**src/rtl/sp_instr_ram_arbiter.sv**
```systemverilog
// ---------------------------------------------------------------------------
// sp_instr_ram_arbiter
//
// Shares one single-port instruction RAM between the core fetch port and the
// system-bus/loader port. At most one access is granted per cycle. The grant
// is combinational. The granted port's request is driven straight onto the RAM
// pins. Read data comes back one cycle later with a valid pulse that is
// steered to the port that issued the access.
//
// Arbitration: fetch has fixed priority. A saturating wait counter tracks how
// long the bus has been stalled. Once the counter reaches MAX_WAIT, the bus
// wins outright. With MAX_WAIT = 0 the bus always wins.
//
// Optional feature macro: INSTR_RAM_WRITE_LOCK_EN
//   When defined, lock_i blocks bus writes. A blocked write is still granted,
//   but it is kept off the RAM pins. Its response carries b_err_o = 1.
//   When undefined, lock_i and b_err_o do not exist.
//
// Parameters
//   ADDR_WIDTH  byte address width of the RAM
//   DATA_WIDTH  data width (byte enables are DATA_WIDTH/8)
//   MAX_WAIT    stalled bus cycles before the bus is forced to win
//
// Ports
//   clk, rstn_i                       clock, asynchronous active-low reset
//   f_req_i, f_addr_i                 fetch read request
//   f_gnt_o, f_rvalid_o, f_rdata_o    fetch grant / response
//   b_req_i, b_we_i, b_be_i,
//   b_addr_i, b_wdata_i               bus request (read or write)
//   b_gnt_o, b_rvalid_o, b_rdata_o    bus grant / response
//   ram_en_o, ram_addr_o, ram_wdata_o,
//   ram_we_o, ram_be_o, ram_rdata_i   RAM wrapper side
//   lock_i, b_err_o                   write lock / rejected-write flag
//                                     (only with INSTR_RAM_WRITE_LOCK_EN)
// ---------------------------------------------------------------------------
module sp_instr_ram_arbiter #(
    parameter int ADDR_WIDTH = 15,
    parameter int DATA_WIDTH = 32,
    parameter int MAX_WAIT   = 4
) (
    input  logic                    clk,
    input  logic                    rstn_i,
    // fetch port
    input  logic                    f_req_i,
    input  logic [ADDR_WIDTH-1:0]   f_addr_i,
    output logic                    f_gnt_o,
    output logic                    f_rvalid_o,
    output logic [DATA_WIDTH-1:0]   f_rdata_o,
    // bus / loader port
    input  logic                    b_req_i,
    input  logic                    b_we_i,
    input  logic [DATA_WIDTH/8-1:0] b_be_i,
    input  logic [ADDR_WIDTH-1:0]   b_addr_i,
    input  logic [DATA_WIDTH-1:0]   b_wdata_i,
    output logic                    b_gnt_o,
    output logic                    b_rvalid_o,
    output logic [DATA_WIDTH-1:0]   b_rdata_o,
    // RAM wrapper
    output logic                    ram_en_o,
    output logic [ADDR_WIDTH-1:0]   ram_addr_o,
    output logic [DATA_WIDTH-1:0]   ram_wdata_o,
    output logic                    ram_we_o,
    output logic [DATA_WIDTH/8-1:0] ram_be_o,
    input  logic [DATA_WIDTH-1:0]   ram_rdata_i
`ifdef INSTR_RAM_WRITE_LOCK_EN
    ,
    input  logic                    lock_i,
    output logic                    b_err_o
`endif
);

    localparam int BE_WIDTH = DATA_WIDTH / 8;
    // A zero-width counter is illegal. For MAX_WAIT = 0, a single bit that
    // saturates immediately at zero behaves as the constant-zero counter.
    localparam int CNT_WIDTH = (MAX_WAIT < 1) ? 1 : $clog2(MAX_WAIT + 1);
    localparam logic [CNT_WIDTH-1:0] WAIT_LIMIT = CNT_WIDTH'(MAX_WAIT);

    typedef enum logic [1:0] {
        RESP_IDLE  = 2'd0,
        RESP_FETCH = 2'd1,
        RESP_BUS   = 2'd2
    } resp_t;

    resp_t                 resp_reg, resp_next;
    logic [CNT_WIDTH-1:0]  wait_cnt_reg, wait_cnt_next;
    logic                  bus_force;
    logic                  f_gnt, b_gnt;
    logic                  write_blocked;

    // -----------------------------------------------------------------------
    // Arbitration
    // -----------------------------------------------------------------------
    // The bus overrides fetch once it has waited long enough. Otherwise fetch
    // has priority, and the bus takes any cycle that fetch leaves idle.
    assign bus_force = b_req_i && (wait_cnt_reg == WAIT_LIMIT);
    assign f_gnt     = f_req_i && !bus_force;
    assign b_gnt     = b_req_i && !f_gnt;

    assign f_gnt_o = f_gnt;
    assign b_gnt_o = b_gnt;

`ifdef INSTR_RAM_WRITE_LOCK_EN
    // A locked write is acknowledged but never touches the array.
    assign write_blocked = b_gnt && b_we_i && lock_i;
`else
    assign write_blocked = 1'b0;
`endif

    // -----------------------------------------------------------------------
    // RAM drive
    // -----------------------------------------------------------------------
    assign ram_en_o    = (f_gnt || b_gnt) && !write_blocked;
    assign ram_we_o    = b_gnt && b_we_i && !write_blocked;
    assign ram_addr_o  = b_gnt ? b_addr_i : f_addr_i;
    // Write data only matters on bus writes, so no mux is needed.
    assign ram_wdata_o = b_wdata_i;

    // Fetch accesses always read the full word.
    generate
        for (genvar gi = 0; gi < BE_WIDTH; gi++) begin : g_be_lane
            assign ram_be_o[gi] = b_gnt ? b_be_i[gi] : 1'b1;
        end
    endgenerate

    // -----------------------------------------------------------------------
    // Bus wait counter
    // -----------------------------------------------------------------------
    always_comb begin
        wait_cnt_next = wait_cnt_reg;
        if (b_gnt) begin
            wait_cnt_next = '0;
        end else if (b_req_i && (wait_cnt_reg != WAIT_LIMIT)) begin
            wait_cnt_next = wait_cnt_reg + 1'b1;
        end
    end

    always_ff @(posedge clk or negedge rstn_i) begin
        if (!rstn_i) begin
            wait_cnt_reg <= '0;
        end else begin
            wait_cnt_reg <= wait_cnt_next;
        end
    end

    // -----------------------------------------------------------------------
    // Response FSM
    // -----------------------------------------------------------------------
    // This FSM records which port owns the data arriving from the RAM in the
    // next cycle. Reset drops any in-flight response.
    always_comb begin
        resp_next = RESP_IDLE;
        if (f_gnt) begin
            resp_next = RESP_FETCH;
        end else if (b_gnt) begin
            resp_next = RESP_BUS;
        end
    end

    always_ff @(posedge clk or negedge rstn_i) begin
        if (!rstn_i) begin
            resp_reg <= RESP_IDLE;
        end else begin
            resp_reg <= resp_next;
        end
    end

    assign f_rvalid_o = (resp_reg == RESP_FETCH);
    assign b_rvalid_o = (resp_reg == RESP_BUS);
    assign f_rdata_o  = ram_rdata_i;
    assign b_rdata_o  = ram_rdata_i;

`ifdef INSTR_RAM_WRITE_LOCK_EN
    // -----------------------------------------------------------------------
    // Rejected-write flag
    // -----------------------------------------------------------------------
    // This flag is registered alongside the response state, so it lines up
    // with b_rvalid_o.
    logic b_err_reg, b_err_next;

    always_comb begin
        b_err_next = write_blocked;
    end

    always_ff @(posedge clk or negedge rstn_i) begin
        if (!rstn_i) begin
            b_err_reg <= 1'b0;
        end else begin
            b_err_reg <= b_err_next;
        end
    end

    assign b_err_o = b_err_reg;
`endif

    // -----------------------------------------------------------------------
    // Sanity check: the two grants are mutually exclusive by construction.
    // -----------------------------------------------------------------------
    a_one_grant : assert property (@(posedge clk) disable iff (!rstn_i)
                                   !(f_gnt && b_gnt));

endmodule

```
**config.mk**
```make
export PLATFORM = sky130hd
export DESIGN_NAME = sp_instr_ram_arbiter
export DESIGN_NICKNAME = d
export VERILOG_FILES = /design/src/rtl/sp_instr_ram_arbiter.sv
export SDC_FILE = /design/constraint.sdc
export NUM_CORES = 1
export LEC_CHECK = 0
export ABC_AREA = 0
export CAP_MARGIN = 20
export CORE_AREA = 2 2 88 90
export CTS_CLUSTER_DIAMETER = 100
export DETAILED_ROUTE_END_ITERATION = 16
export DIE_AREA = 0 0 90 92
export HOLD_SLACK_MARGIN = 0.12
export PLACE_DENSITY = 0.73
export REMOVE_ABC_BUFFERS = 1
export SYNTH_ARGS = -nofsm -noshare
export SYNTH_HDL_FRONTEND = slang
export SYNTH_SLANG_ARGS = --single-unit
```
**constraint.sdc**
```tcl
create_clock -name clk -period 2.9 [get_ports clk]
set_input_delay 0.29 -clock clk [delete_from_list [all_inputs] [get_ports clk]]
set_output_delay 0.29 -clock clk [all_outputs]
set_load 0.02 [all_outputs]
```
[Yosys cells after proc, flatten, opt, wreduce, memory -nomap -nowiden]
Cells that the tools add are included.
Widths: inputs -> output; s select.
Storage, ports and cells
  memory bits (read-only): 0
  output and inout port bits: 121
  RAM bits: 0
  memories: 0
  bits in latches: 0
  register bits after elaboration: 5
  logic and storage cells: 25
  input bits: 103
Operators by class
  reductions and logical operators: 9
  eq/ne operators: 4
  shift-type cells: 0
  $mul: 0
  $lt $le $gt $ge: 0
  divide/modulo/power cells: 0
  mux-type cells: 9
  bitwise logic cells: 0
  add/sub/neg operators: 1
Operators with widths (number)
  $mux 15: 1
  $mux 3: 2
  $logic_and 1x1->1: 5
  $mux 1: 4
  $mux 2: 2
  $add 3x1->3 const B: 1
  $eq 3x3->1 const B: 1
  $ne 3x3->1 const B: 1
  $eq 2x1->1 const B: 1
  $eq 2x2->1 const B: 1
  $logic_not 1->1: 2
  $reduce_bool 2->1: 1
  $logic_or 1x1->1: 1

[Depth between registers and ports, before layout]
  depth after elaboration: 8
  mapped depth: 6
  gate-level depth less buffers: 5

[Least setup slack after synthesis]
Ideal clock, no wire load.
  path type: register to output
  start point: reg wait_cnt_reg[0]
  end point: out ram_addr_o[10]
  required time: 2.610 ns
  path buffers: 1
  setup slack: 1.233 ns
  cell stages (with the launch flop): 7
  arrival time: 1.377 ns
  cells stage by stage: dfrtp_1 > inv_1 > ha_1 > a21bo_4 > nand2_4 > buf_6 > mux2_4
Between the ends
  word-level cells in the longest chain between the ends: 7
RTL lines
  from (decl): line 85  | logic [CNT_WIDTH-1:0] wait_cnt_reg, wait_cnt_next;
  from (signal assigned): line 141  | wait_cnt_reg <= wait_cnt_next;
  $eq 3x3->1: line 95  | assign bus_force = b_req_i && (wait_cnt_reg == WAIT_LIMIT);
  $logic_and 1x1->1: line 95
  $logic_not 1->1: line 96  | assign f_gnt = f_req_i && !bus_force;
  $logic_and 1x1->1: line 96
  $logic_not 1->1: line 97  | assign b_gnt = b_req_i && !f_gnt;
  $logic_and 1x1->1: line 97
  $mux 15: line 114  | assign ram_addr_o = b_gnt ? b_addr_i : f_addr_i;
  to (decl): line 60  | output logic [ADDR_WIDTH-1:0] ram_addr_o,
No other way between the ends.

[Final worst setup path]
  start point: reg wait_cnt_reg[0]
  end point: out ram_addr_o[14]
The elaborated chain is that of the path after synthesis.

==> flow_results.org <==
** Outcome
- The flow ran to the end, and the final reports show no timing, DRC or antenna violations.

** CTS
- CTS built an H-tree with a depth of 1.
- CTS Root Buffer Type :: clkbuf_8
- TritonCTS created 3 clock buffers.
- Clock-pin slew was measured on the worst setup and hold paths at 0.04 ns.
- For the worst-skew pair, the clock arrives at the later sink with an insertion delay of 0.22 ns.
- Counting along the longest clock path gives a buffer depth of 2.
- Buffers inserted during post-CTS setup optimization :: 0
- Hold buffer count at cts :: 0
- Number of instances resized during post-cts repair :: 0
- Num Clock Sinks :: 5
- TritonCTS built the clock tree.

** STA
- The number of hold-slack violations in the final timing report came to 0.
- For this run, the top clock speed supported by timing is 0.390 GHz.
- Post-layout minimum cycle time :: 2.57 ns
- Headroom to the max-slew limit came out at 0.763.
- Final critical-path setup slack :: 0.335 ns
- Final setup fails :: 0
- The clock arrives with 0.00275 ns of skew.
- For the final routed database, the setup TNS stands at 0 ns.
- The number of slew-limit violations in the final report was 0.
- Final worst-path cycle share :: 0.884
- Setup repair after global routing left no endpoint under its margin.
- Worst Max-Slew Pin Slew :: 0.355 ns

** Die
- Pin placement for this block handled 224 I/O pins.
- The die is 90 µm wide.
- After floorplanning, the core was divided into 32 placement rows.
- Area of the core region :: 0.00745 mm²
- Chip height :: 92 µm
- The initial utilization of the core area, before any placement, comes to 0.173.
- Area of the die :: 0.00828 mm²

** Cells and area
- The number of antenna diodes in the final layout is 0.
- Most frequent cells in the layout :: clkdlybuf4s50_1 (63), mux2_4 (15), inv_1 (5), or2_2 (5), dfrtp_1 (5)
- Combined area of the multi-input logic cells :: 378 µm²
- Fraction of layout cells with a size suffix above 1 :: 0.232
- The sequential cells in the finished layout cover a total of 125 µm².
- The final layout contains 218 nets.
- Area added between synthesis and finish :: 2.92%
- Max reg flops :: 3
- Leaving out fill and tap cells, the most frequent cell in the layout is clkdlybuf4s50_1.
- Number of filler cells placed in the layout :: 847

** GRT
- Vias in the first global route :: 801
- Entering global routing, the biggest net connects 21 pins.
- Initial antenna violation count :: 0
- Global-route wire length before repair :: 10800 µm
- Across every metal layer, demand over resource in global routing totals 0.213.
- The total overflow left after global routing is 0.

** Placed design
- Half-perimeter wire length of the detailed placement result :: 8710 µm
- Number of I/O port buffers :: 63
- OpenSTA, run right after detailed placement, puts the worst setup slack at 0.379 ns.
- The congestion estimate from routability-driven global placement came to 0.971.

** Synthesis
- Synthesized instance count :: 144
- Library cells used by synthesis :: 19
- Share of the yosys chip area belonging to registers :: 0.0972
- Area share of the largest cell type after synthesis :: 0.560
- After synthesis the cells add up to 0.00129 mm².
- Yosys attributes the largest share of cell area to buf_4 (56%), mux2_4 (17%), dfrtp_1 (9.7%), or2_2 (2.4%), ha_1 (1.9%).
- Mapped Avg Cell Area :: 8.94 µm²
- Synth warnings :: 0
- Seq cells post-synth :: 5
- Summed over all instances, the cell type with the most area after synthesis is buf_4.

** Detailed routing
- The first detailed-routing pass ran for 5 iterations.
- For this block, the via count after detailed routing is 848.
- In the final routed layout, each cell accounts on average for 43.0 µm.
- The count of nets left with antenna violations once routing finished came out at 0.
- Using the TritonRoute via totals, the vias-per-cell ratio works out to 3.96.
- For this block, the initial DRC count from the detailed router was 42.
- After detailed routing, the number of remaining DRC violations is 0.
- Total detailed-routing wirelength :: 9200 µm

** Worst setup path
- Critical Path Sink Type :: primary output
- Reg-to-reg critical path startpoint :: wait_cnt_reg[0]
- Setup slack on the worst reg-to-reg path comes out at 1.49 ns.
- Worst EP arrival :: 2.28 ns
- The endpoint identified for the worst register-to-register timing path is resp_reg[1].
- Number of cells traversed by the worst register-to-register path :: 5
- Type of the worst setup path :: flop to primary output
- The worst setup path is launched from a flop.
- Critical Path RT :: 2.61 ns
- Along the worst path, the maximum fanout reaches 20.

** Power
- Leakage :: 0.000548 µW
- Power share of the combinational group :: 0.507
- Switching Power :: 120 µW
- The worst-case IR drop observed on VDD is 0.000148 V.
- Power Dens Cells :: 319 mW/mm²
- Clock power share :: 0.298
- Of the total power, the share spent switching nets is 0.284.
- The internal power of the cells totals 303 µW.
- Of the total power, registers draw 0.195.

** Job
- Max-cap violations in this run came to 0.

** Worst hold path
- Type of the worst min-delay path :: input pin to asynchronous set/reset pin
## layer usage
metal  global-route usage  share of wire  vias to the layer above  wire [µm]
met4              0.00897        0.00011                        0          1
met1                0.108           0.18                      364       1650
li1                     -              -                      292          -
met2                0.375           0.50                      190       4640
met3                0.332           0.32                        2       2910
met5                    0              0                        -          0
## power groups by stage
stage               Combinational (µW)  Clock (µW)  Sequential [µW]
floorplan                          102           0             82.2
global placement                   213           0             82.7
detailed placement                 216           0             83.5
CTS                                217         131             82.7
global route                       230         136             83.8
finish                             214         126             82.7
## logic make-up (layout without fill, tap and decap cells)
logic type / Yosys count / count (layout) / synth area share
compound gates: 6 / 6 / 0.0360
fa+ha+maj: 2 / 2 / 0.0194
buf+inv: 104 / 72 / 0.609
flops: 5 / 5 / 0.0972
mux: 15 / 15 / 0.175
simple gates: 12 / 12 / 0.0632
## worst max-delay path, cell delays in order (launching register included)
cell	delay (ns)
dfrtp_1	0.34
inv_1	0.07
ha_1	0.24
a21bo_4	0.24
nand2_4	0.27
mux2_4	0.33
clkdlybuf4s50_1	0.55
## how the worst max path moves through the flow
stage | startpoint | end
final | wait_cnt_reg[0] | ram_addr_o[14]
after floorplan | wait_cnt_reg[0] | ram_addr_o[0]
after CTS | wait_cnt_reg[0] | ram_addr_o[4]
after detailed placement | f_req_i | ram_addr_o[14]
after global placement | f_req_i | ram_addr_o[5]
after global routing | wait_cnt_reg[0] | ram_addr_o[1]
## Yosys cell counts
| master | count |
|---|---|
| buf_12 | 1 |
| o21ai_0 | 1 |
| nand2_4 | 1 |
| ha_1 | 2 |
| or2_2 | 5 |
| nor3b_1 | 1 |
| nand2_1 | 1 |
| clkbuf_8 | 1 |
| nand3b_1 | 1 |
| a31oi_1 | 2 |
| inv_1 | 5 |
| nor2b_1 | 2 |
| buf_4 | 96 |
| dfrtp_1 | 5 |
| and3_2 | 1 |
| o22ai_1 | 2 |
| a21bo_4 | 1 |
| mux2_4 | 15 |
| buf_6 | 1 |
## final cells by class
cell class | count | area share
repair buffers | 63 | 0.476
multi-input cells | 35 | 0.285
well taps | 102 | 0.0963
flip-flops and latches | 5 | 0.0944
clock buffers | 4 | 0.0340
inverters | 5 | 0.0142
## through the flow
step | total power (µW) | hold slack, ns | instances | cell area (µm²) | utilization
5_1_grt | 449 | 0.302 | 214 | 1330 | 0.178
3_5_place_dp | 300 | 0.527 | 210 | 1280 | 0.172
3_3_place_gp | 295 | 0.529 | 210 | 1280 | 0.172
2_1_floorplan | 184 | -0.00559 | 45 | 522 | -
4_1_cts | 430 | 0.292 | 214 | 1330 | 0.178
6_report | 423 | 0.290 | 214 | 1330 | 0.178
Power figures use the tool's default switching activity.
